File: config.mk
export PLATFORM = sky130hd
export DESIGN_NAME = seq_alu
export DESIGN_NICKNAME = d
export VERILOG_FILES = /design/src/rtl/seq_alu.sv
export SDC_FILE = /design/constraint.sdc
export NUM_CORES = 1
export LEC_CHECK = 0
export CORE_MARGIN = 2
export CORE_UTILIZATION = 60
export CTS_CLUSTER_DIAMETER = 200
export DETAILED_ROUTE_END_ITERATION = 10
export PLACE_DENSITY_LB_ADDON = 0.25
export SLEW_MARGIN = 20
export SYNTH_ARGS = -nofsm -noshare
export SYNTH_HDL_FRONTEND = slang
export SYNTH_SLANG_ARGS = --single-unit
File: constraint.sdc
create_clock -name clk -period 4.75 [get_ports clk]
set_input_delay 0.95 -clock clk [delete_from_list [all_inputs] [get_ports clk]]
set_output_delay 0.95 -clock clk [all_outputs]
set_load 0.01 [all_outputs]
File: src/rtl/seq_alu.sv
// Registered 16-op ALU with valid/ready handshakes, a 1-cycle path for simple ops,
// and iterative shift-add multiply / restoring divide taking WIDTH cycles.
module seq_alu #(
  parameter int WIDTH = 8
) (
  input  logic             clk,
  input  logic             rst,
  input  logic             in_valid,
  output logic             in_ready,
  input  logic [WIDTH-1:0] a,
  input  logic [WIDTH-1:0] b,
  input  logic [3:0]       op,
  output logic             out_valid,
  input  logic             out_ready,
  output logic [WIDTH-1:0] result,
  output logic [WIDTH-1:0] result_hi,
  output logic [4:0]       flags
);

  localparam int SHW   = $clog2(WIDTH);
  localparam int CNT_W = $clog2(WIDTH + 1);
  localparam logic [WIDTH-1:0] WIDTH_V = WIDTH'(WIDTH);
  localparam logic [WIDTH-1:0] FOUR    = WIDTH'(4);
  localparam logic [WIDTH-1:0] ONES    = '1;

  localparam logic [3:0] OP_ADD   = 4'd0;
  localparam logic [3:0] OP_SUB   = 4'd1;
  localparam logic [3:0] OP_MUL   = 4'd2;
  localparam logic [3:0] OP_DIV   = 4'd3;
  localparam logic [3:0] OP_AND   = 4'd4;
  localparam logic [3:0] OP_OR    = 4'd5;
  localparam logic [3:0] OP_XOR   = 4'd6;
  localparam logic [3:0] OP_NOT   = 4'd7;
  localparam logic [3:0] OP_PASSA = 4'd8;
  localparam logic [3:0] OP_PASSB = 4'd9;
  localparam logic [3:0] OP_SLL   = 4'd10;
  localparam logic [3:0] OP_SRL   = 4'd11;
  localparam logic [3:0] OP_SRA   = 4'd12;
  localparam logic [3:0] OP_INC4  = 4'd13;
  localparam logic [3:0] OP_DEC4  = 4'd14;
  localparam logic [3:0] OP_POPC  = 4'd15;

  typedef enum logic [1:0] {
    IDLE = 2'd0,
    BUSY = 2'd1,
    DONE = 2'd2
  } state_t;

  state_t state_reg, state_next;

  logic [CNT_W-1:0] count_reg;
  logic [WIDTH-1:0] hi_reg, lo_reg, opd_reg;
  logic             is_div_reg;
  logic [WIDTH-1:0] result_reg, result_hi_reg;
  logic [4:0]       flags_reg;

  logic accept, b_zero, start_iter;

  assign in_ready   = ~rst & ((state_reg == IDLE) | ((state_reg == DONE) & out_ready));
  assign out_valid  = (state_reg == DONE);
  assign accept     = in_valid & in_ready;
  assign b_zero     = (b == '0);
  assign start_iter = (op == OP_MUL) | ((op == OP_DIV) & ~b_zero);

  assign result    = result_reg;
  assign result_hi = result_hi_reg;
  assign flags     = flags_reg;

  // Ripple popcount over a
  logic [CNT_W-1:0] pop_cnt [0:WIDTH];
  assign pop_cnt[0] = '0;
  generate
    for (genvar gi = 0; gi < WIDTH; gi++) begin : g_pop
      assign pop_cnt[gi+1] = pop_cnt[gi] + CNT_W'(a[gi]);
    end
  endgenerate

  logic             shift_big;
  logic [SHW-1:0]   shamt;
  logic [WIDTH-1:0] sll_res, srl_res, sra_res;

  assign shift_big = (b >= WIDTH_V);
  assign shamt     = b[SHW-1:0];
  assign sll_res   = shift_big ? '0 : (a << shamt);
  assign srl_res   = shift_big ? '0 : (a >> shamt);
  assign sra_res   = shift_big ? {WIDTH{a[WIDTH-1]}} : $unsigned($signed(a) >>> shamt);

  // Shared adder for add/sub/inc4/dec4; the top bit is carry or borrow
  logic             addsub_sub;
  logic [WIDTH-1:0] addsub_y;
  logic [WIDTH:0]   addsub_ext;

  always_comb begin
    addsub_sub = (op == OP_SUB) | (op == OP_DEC4);
    addsub_y   = ((op == OP_ADD) | (op == OP_SUB)) ? b : FOUR;
    addsub_ext = addsub_sub ? ({1'b0, a} - {1'b0, addsub_y})
                            : ({1'b0, a} + {1'b0, addsub_y});
  end

  logic [WIDTH-1:0] alu_res, alu_hi;
  logic             alu_cry, alu_ovf, alu_dz;
  logic [4:0]       alu_flags;

  always_comb begin
    alu_res = '0;
    alu_hi  = '0;
    alu_cry = 1'b0;
    alu_ovf = 1'b0;
    alu_dz  = 1'b0;
    case (op)
      OP_ADD, OP_SUB, OP_INC4, OP_DEC4: begin
        alu_res = addsub_ext[WIDTH-1:0];
        alu_cry = addsub_ext[WIDTH];
        if (addsub_sub)
          alu_ovf = (a[WIDTH-1] ^ addsub_y[WIDTH-1]) & (a[WIDTH-1] ^ alu_res[WIDTH-1]);
        else
          alu_ovf = ~(a[WIDTH-1] ^ addsub_y[WIDTH-1]) & (a[WIDTH-1] ^ alu_res[WIDTH-1]);
      end
      // Only reaches the output registers when b is zero
      OP_DIV: begin
        alu_res = ONES;
        alu_hi  = a;
        alu_dz  = 1'b1;
      end
      OP_AND:   alu_res = a & b;
      OP_OR:    alu_res = a | b;
      OP_XOR:   alu_res = a ^ b;
      OP_NOT:   alu_res = ~a;
      OP_PASSA: alu_res = a;
      OP_PASSB: alu_res = b;
      OP_SLL:   alu_res = sll_res;
      OP_SRL:   alu_res = srl_res;
      OP_SRA:   alu_res = sra_res;
      OP_POPC:  alu_res = WIDTH'(pop_cnt[WIDTH]);
      default:  alu_res = '0;
    endcase
    alu_flags = {alu_dz, alu_ovf, alu_cry, alu_res[WIDTH-1], (alu_res == '0)};
  end

  // One iteration step. hi/lo hold {accumulator, multiplier} for mul and
  // {remainder, quotient} for div; opd holds the multiplicand or divisor.
  logic [WIDTH:0]   mul_sum, rem_shift, trial;
  logic [WIDTH-1:0] step_hi, step_lo;
  logic [4:0]       iter_flags;

  always_comb begin
    mul_sum   = {1'b0, hi_reg} + (lo_reg[0] ? {1'b0, opd_reg} : '0);
    rem_shift = {hi_reg, lo_reg[WIDTH-1]};
    trial     = rem_shift - {1'b0, opd_reg};
    if (is_div_reg) begin
      step_hi = trial[WIDTH] ? rem_shift[WIDTH-1:0] : trial[WIDTH-1:0];
      step_lo = {lo_reg[WIDTH-2:0], ~trial[WIDTH]};
    end else begin
      step_hi = mul_sum[WIDTH:1];
      step_lo = {mul_sum[0], lo_reg[WIDTH-1:1]};
    end
    iter_flags = {1'b0, ~is_div_reg & (step_hi != '0), 1'b0,
                  step_lo[WIDTH-1], (step_lo == '0)};
  end

  always_comb begin
    state_next = state_reg;
    case (state_reg)
      IDLE: if (accept) state_next = start_iter ? BUSY : DONE;
      BUSY: if (count_reg == CNT_W'(1)) state_next = DONE;
      DONE: begin
        if (out_ready) state_next = accept ? (start_iter ? BUSY : DONE) : IDLE;
      end
      default: state_next = IDLE;
    endcase
  end

  always_ff @(posedge clk) begin
    if (rst) state_reg <= IDLE;
    else     state_reg <= state_next;
  end

  always_ff @(posedge clk) begin
    if (rst) begin
      count_reg     <= '0;
      hi_reg        <= '0;
      lo_reg        <= '0;
      opd_reg       <= '0;
      is_div_reg    <= 1'b0;
      result_reg    <= '0;
      result_hi_reg <= '0;
      flags_reg     <= '0;
    end else if (accept) begin
      if (start_iter) begin
        hi_reg     <= '0;
        lo_reg     <= a;
        opd_reg    <= b;
        is_div_reg <= (op == OP_DIV);
        count_reg  <= CNT_W'(WIDTH);
      end else begin
        result_reg    <= alu_res;
        result_hi_reg <= alu_hi;
        flags_reg     <= alu_flags;
        count_reg     <= '0;
      end
    end else if (state_reg == BUSY) begin
      hi_reg    <= step_hi;
      lo_reg    <= step_lo;
      count_reg <= count_reg - CNT_W'(1);
      if (count_reg == CNT_W'(1)) begin
        result_reg    <= step_lo;
        result_hi_reg <= step_hi;
        flags_reg     <= iter_flags;
      end
    end
  end

endmodule

Yosys cells after proc, flatten, opt, wreduce, memory -nomap -nowiden. Cells that the tools add are included. W data, S select, Z words.

Word-level logic and storage cells: 125. Input port bits: 24. Flip-flop bits (word level): 52.

Add/sub/neg operators: 12. Multiplexer cells: 42. Shift operators: 3. Equal/unequal tests: 23. Order comparisons: 1. Bitwise gates (word level): 22. Reduce and logical (&&, ||, !) cells: 13.

Operators with widths (count): $mux W8 (23); $pmux W8 S12 (1); $eq A4 B4 Y1 const B (8); $logic_not A8 Y1 (3); $mux W5 (4); $add A8 B8 Y9 (2); $add A4 B1 Y4 (4); $eq A4 B3 Y1 const B (4); $mux W4 (3); $mux W2 (5); $mux W9 (1); $sub A8 B8 Y9 (1); $sub A9 B8 Y9 (1); $and A8 B8 Y8 (1); $eq A4 B1 Y1 const B (2); $eq A4 B2 Y1 const B (2); $ge A8 B4 Y1 const B (1); $not A8 Y8 (1); $or A8 B8 Y8 (1); $reduce_bool A8 Y1 (1); $shl A8 B3 Y8 (1); $shr A8 B3 Y8 (1); $sshr A8 B3 Y8 (1); $xor A8 B8 Y8 (1); other kinds (20) (43).

Logic depth before layout (Yosys ltp).
Word-level depth: 11. Gate-level depth with buffers: 17. Gate-level depth less buffers: 16.

Least setup slack after synthesis. Ideal clock, no wire load.

Path type: input-to-reg. From: input port a[0]. To: register flags_reg[0] (netlist: flags[0]). Cell stages on the path: 16. Setup time: 88 ps. Required time: 4662 ps. Path slack: 559 ps. Data arrival time: 4103 ps. Cells stage by stage: fa_1 inv_1 fa_1 fa_1 inv_1 ha_1 inv_1 fa_1 xor2_1 o22ai_1 a22o_1 a211oi_1 o211ai_1 nor3_1 nand2_1 o32ai_2.

Word-level cells in the longest chain between the ends: 11. Elaborated cells on any way between the ends: 24. Classes of those cells: add/sub: 9; shift: 3; mux: 7; bitwise: 4; reduce/logical: 1.

RTL lines: start: declaration (RTL line 10) `input logic [WIDTH-1:0] a,`; $add A1 B1 Y2 (RTL line 74) `assign pop_cnt[gi+1] = pop_cnt[gi] + CNT_W'(a[gi]);`; $add A2 B1 Y3 (RTL line 74); $add A3 B1 Y4 (RTL line 74); $add A4 B1 Y4 (4 in series) (RTL line 74); $pmux W8 S12 * (RTL line 110) `case (op)`; $logic_not A8 Y1 * (RTL line 137) `alu_flags = {alu_dz, alu_ovf, alu_cry, alu_res[WIDTH-1], (alu_res == '0)};`; $mux W5 * (RTL line 189) `if (start_iter) begin`; $mux W5 * (RTL line 188) `end else if (accept) begin`; end signal: assignment (RTL line 198) `flags_reg <= alu_flags;`; end signal: assignment (RTL line 208) `flags_reg <= iter_flags;`; end: declaration (RTL line 55) `logic [4:0] flags_reg;`.

Every way passes the cells marked *; elsewhere a longest branch is shown, timed or not. The select of a mux whose other input is x is not followed. A chain may end at the register's enable or synchronous reset.

Worst setup path in the final report.
From: input port a[1]. To: register flags_reg[0] (netlist: flags[0]).

The elaborated chain is that of the path after synthesis.

==> impl_metrics.toml <==
[layout]
final_cell_area_um2 = 6250
n_fill_cell = 796
final_core_util = 0.686
final_cell_mix = "nand2_1 (81), nor2_1 (72), a21oi_1 (58)"
drive_above_1_share = 0.0896
syn_to_final_growth_pct = 12.2
nets = 856
antenna_cells = 0
final_common_cell = "nand2_1"

[yosys]
avgSynthCellArea_um2 = 7.40
seq_area_frac_synth = 0.183
synthCells = 753
ys.flop_type = "dfxtp_1"
synth-seq-cells = 51
yosys.area.top_type_share = 0.183
async_reset_ff_frac = 0
synth_top_cell_by_area = "dfxtp_1"
synth_cell_types = 75
synth_edf_count = 0
yosys_warnings = 0
synth_area_um2 = 5570
yosys-top-cells-area = "dfxtp_1 (18%), ha_1 (10%), nand2_1 (5.5%)"
synth_nets = 829

[global_route]
grt-ovfl-total = 0
grt_max_degree = 53
track_usage = 0.368
grt_pass1_wl_um = 29200
antenna_found_initial = 0
grt_pass1_vias = 5702

[route]
drtPass1Iterations = 5
routedWlPerCell_um = 20.2
via_count = 5917
ant_nets = 0
drt-initial-drc-count = 447
drt-total-wl_um = 18100
drc = 0
via_per_inst = 6.63

[placed_design]
dp_hpwl_um = 13900
gp_congestion = 1.01
io_buffers = 46
post_dp_cell_area_um2 = 6150

[status]
outcome = "completed"

[sta]
finalHoldViolCount = 0
tightestPinTransition_ns = 0.925
drv_slew = 0
rsz0062_at_grt = "no"
finalCritPeriodShare = 0.943
relSlewSlack = 0.378
max_freq_mhz = 223
setup_violations = 0
whs_ns = 0.465
period_minus_slack_ns = 4.48
clock_skew_ns = 0.0122

[die]
die_y_um = 100
core_um2 = 9110
rows = 35
start_util = 0.612
ioPinCount = 47
fp.dieW_um = 100
die_area_um2 = 10100

[clock_network]
htreeDepth = 2
ctsRootBufferMaster = "clkbuf_8"
cts_tree = "built"
clkSlewWorstSetupHoldPaths_ns = 0.10
insertion_delay_ns = 0.32
cts.sinks = 51
clockBufferDepth = 2
numCtsBuffers = 5

[worst_setup_path]
cp.required_ns = 4.99
startpoint_type = "input pin"
crit_arrival_ns = 4.72
critPathKind = "in2reg"
end_kind = "flop"
path_max_fanout = 2

[power]
peakVddDrop_mv = 0.109
leakage_nw = 2.38
power_density_nw_per_um2 = 180

[hold_path]
hold_path.class = "reg2reg"

[flow_run]
drv_cap = 0
[power by group]
group / switching [mW] / internal (mW)
Clock: 0.159 / 0.108
Sequential: 0.00977 / 0.440
Combinational: 0.241 / 0.167
Total: 0.410 / 0.715
[layout make-up]
| cell class | count | area, um^2 | area share |
|---|---|---|---|
| timing repair buffer | 79 | 706 | 0.113 |
| inverter | 49 | 184 | 0.0294 |
| tap | 111 | 139 | 0.0222 |
| multi-input combinational | 594 | 4110 | 0.657 |
| sequential | 51 | 1020 | 0.163 |
| clock buffer | 5 | 68.8 | 0.0110 |
| clock inverter | 3 | 27.5 | 0.00440 |
[cell usage after synthesis, types with 7 or more instances]
library cell and n:
clkbuf_1 32, mux2i_1 15, o21ai_0 42, nor2_1 72, xnor2_1 15, a31oi_1 8, a21oi_1 58, nor3_1 25
ha_1 45, nand2b_1 11, buf_2 16, xor2_1 11, a221oi_1 9, mux4_2 9, nand2_1 81, and2_1 12
buf_1 7, nor2b_1 7, a211oi_1 15, inv_1 46, dfxtp_1 51, fa_1 7, o22ai_1 7, o211ai_1 17
a22oi_1 9, nand3_1 19
[metal layers]
metal	vias to the layer above	GRT usage	wire length, um
met1	2716	0.452	6850
met2	337	0.616	8580
met5	-	0	0
met3	80	0.0432	1420
li1	2784	-	-
met4	0	0.227	1190
[per-stage QoR]
stage / TNS, ns / power (mW) / setup slack [ns] / std cells
detailed placement: -0.387 / 0.856 / -0.236 / 884
floorplan: 0 / 0.715 / 0.559 / 753
finish: 0 / 1.12 / 0.270 / 892
global placement: -0.166 / 0.846 / -0.125 / 884
global route: 0 / 1.18 / 0.0654 / 892
CTS: 0 / 1.12 / 0.0909 / 892
[timing repair]
action                     in CTS  in global routing
hold buffers                    0                  0
buffers inserted                0                  0
gates resized for setup         0                  2
setup endpoints to repair       0                  2
hold endpoints to repair        0                  0
[critical path, cell delays in order]
cell	delay [ns]
clkdlybuf4s50_1	0.44
fa_1	0.51
inv_1	0.05
fa_1	0.51
fa_1	0.43
inv_1	0.07
ha_1	0.15
inv_1	0.06
fa_1	0.37
xor2_1	0.16
o22ai_1	0.10
a22o_1	0.20
a211oi_2	0.18
o211ai_1	0.12
nor3_1	0.14
nand2_1	0.09
o32ai_2	0.18
[path summary, 6_finish.rpt]
check / end / cells after the start / slack, ns / start
setup reg to reg: flags[3] / 13 / 0.91 / lo_reg[7]
hold / removal: result[4] / 2 / 0.47 / result[4]
hold reg to reg: result[4] / 2 / 0.47 / result[4]
setup / recovery: flags[0] / 17 / 0.27 / a[1]
[cells by family after synthesis]
group | Yosys count | synth area share
mux | 28 | 0.0714
simple gates | 265 | 0.226
xor+xnor | 26 | 0.0409
flops | 51 | 0.183
compound gates | 223 | 0.271
fa+ha+maj | 52 | 0.126
buf+inv | 108 | 0.0804
Note: power is estimated with default switching activity, not from simulation.
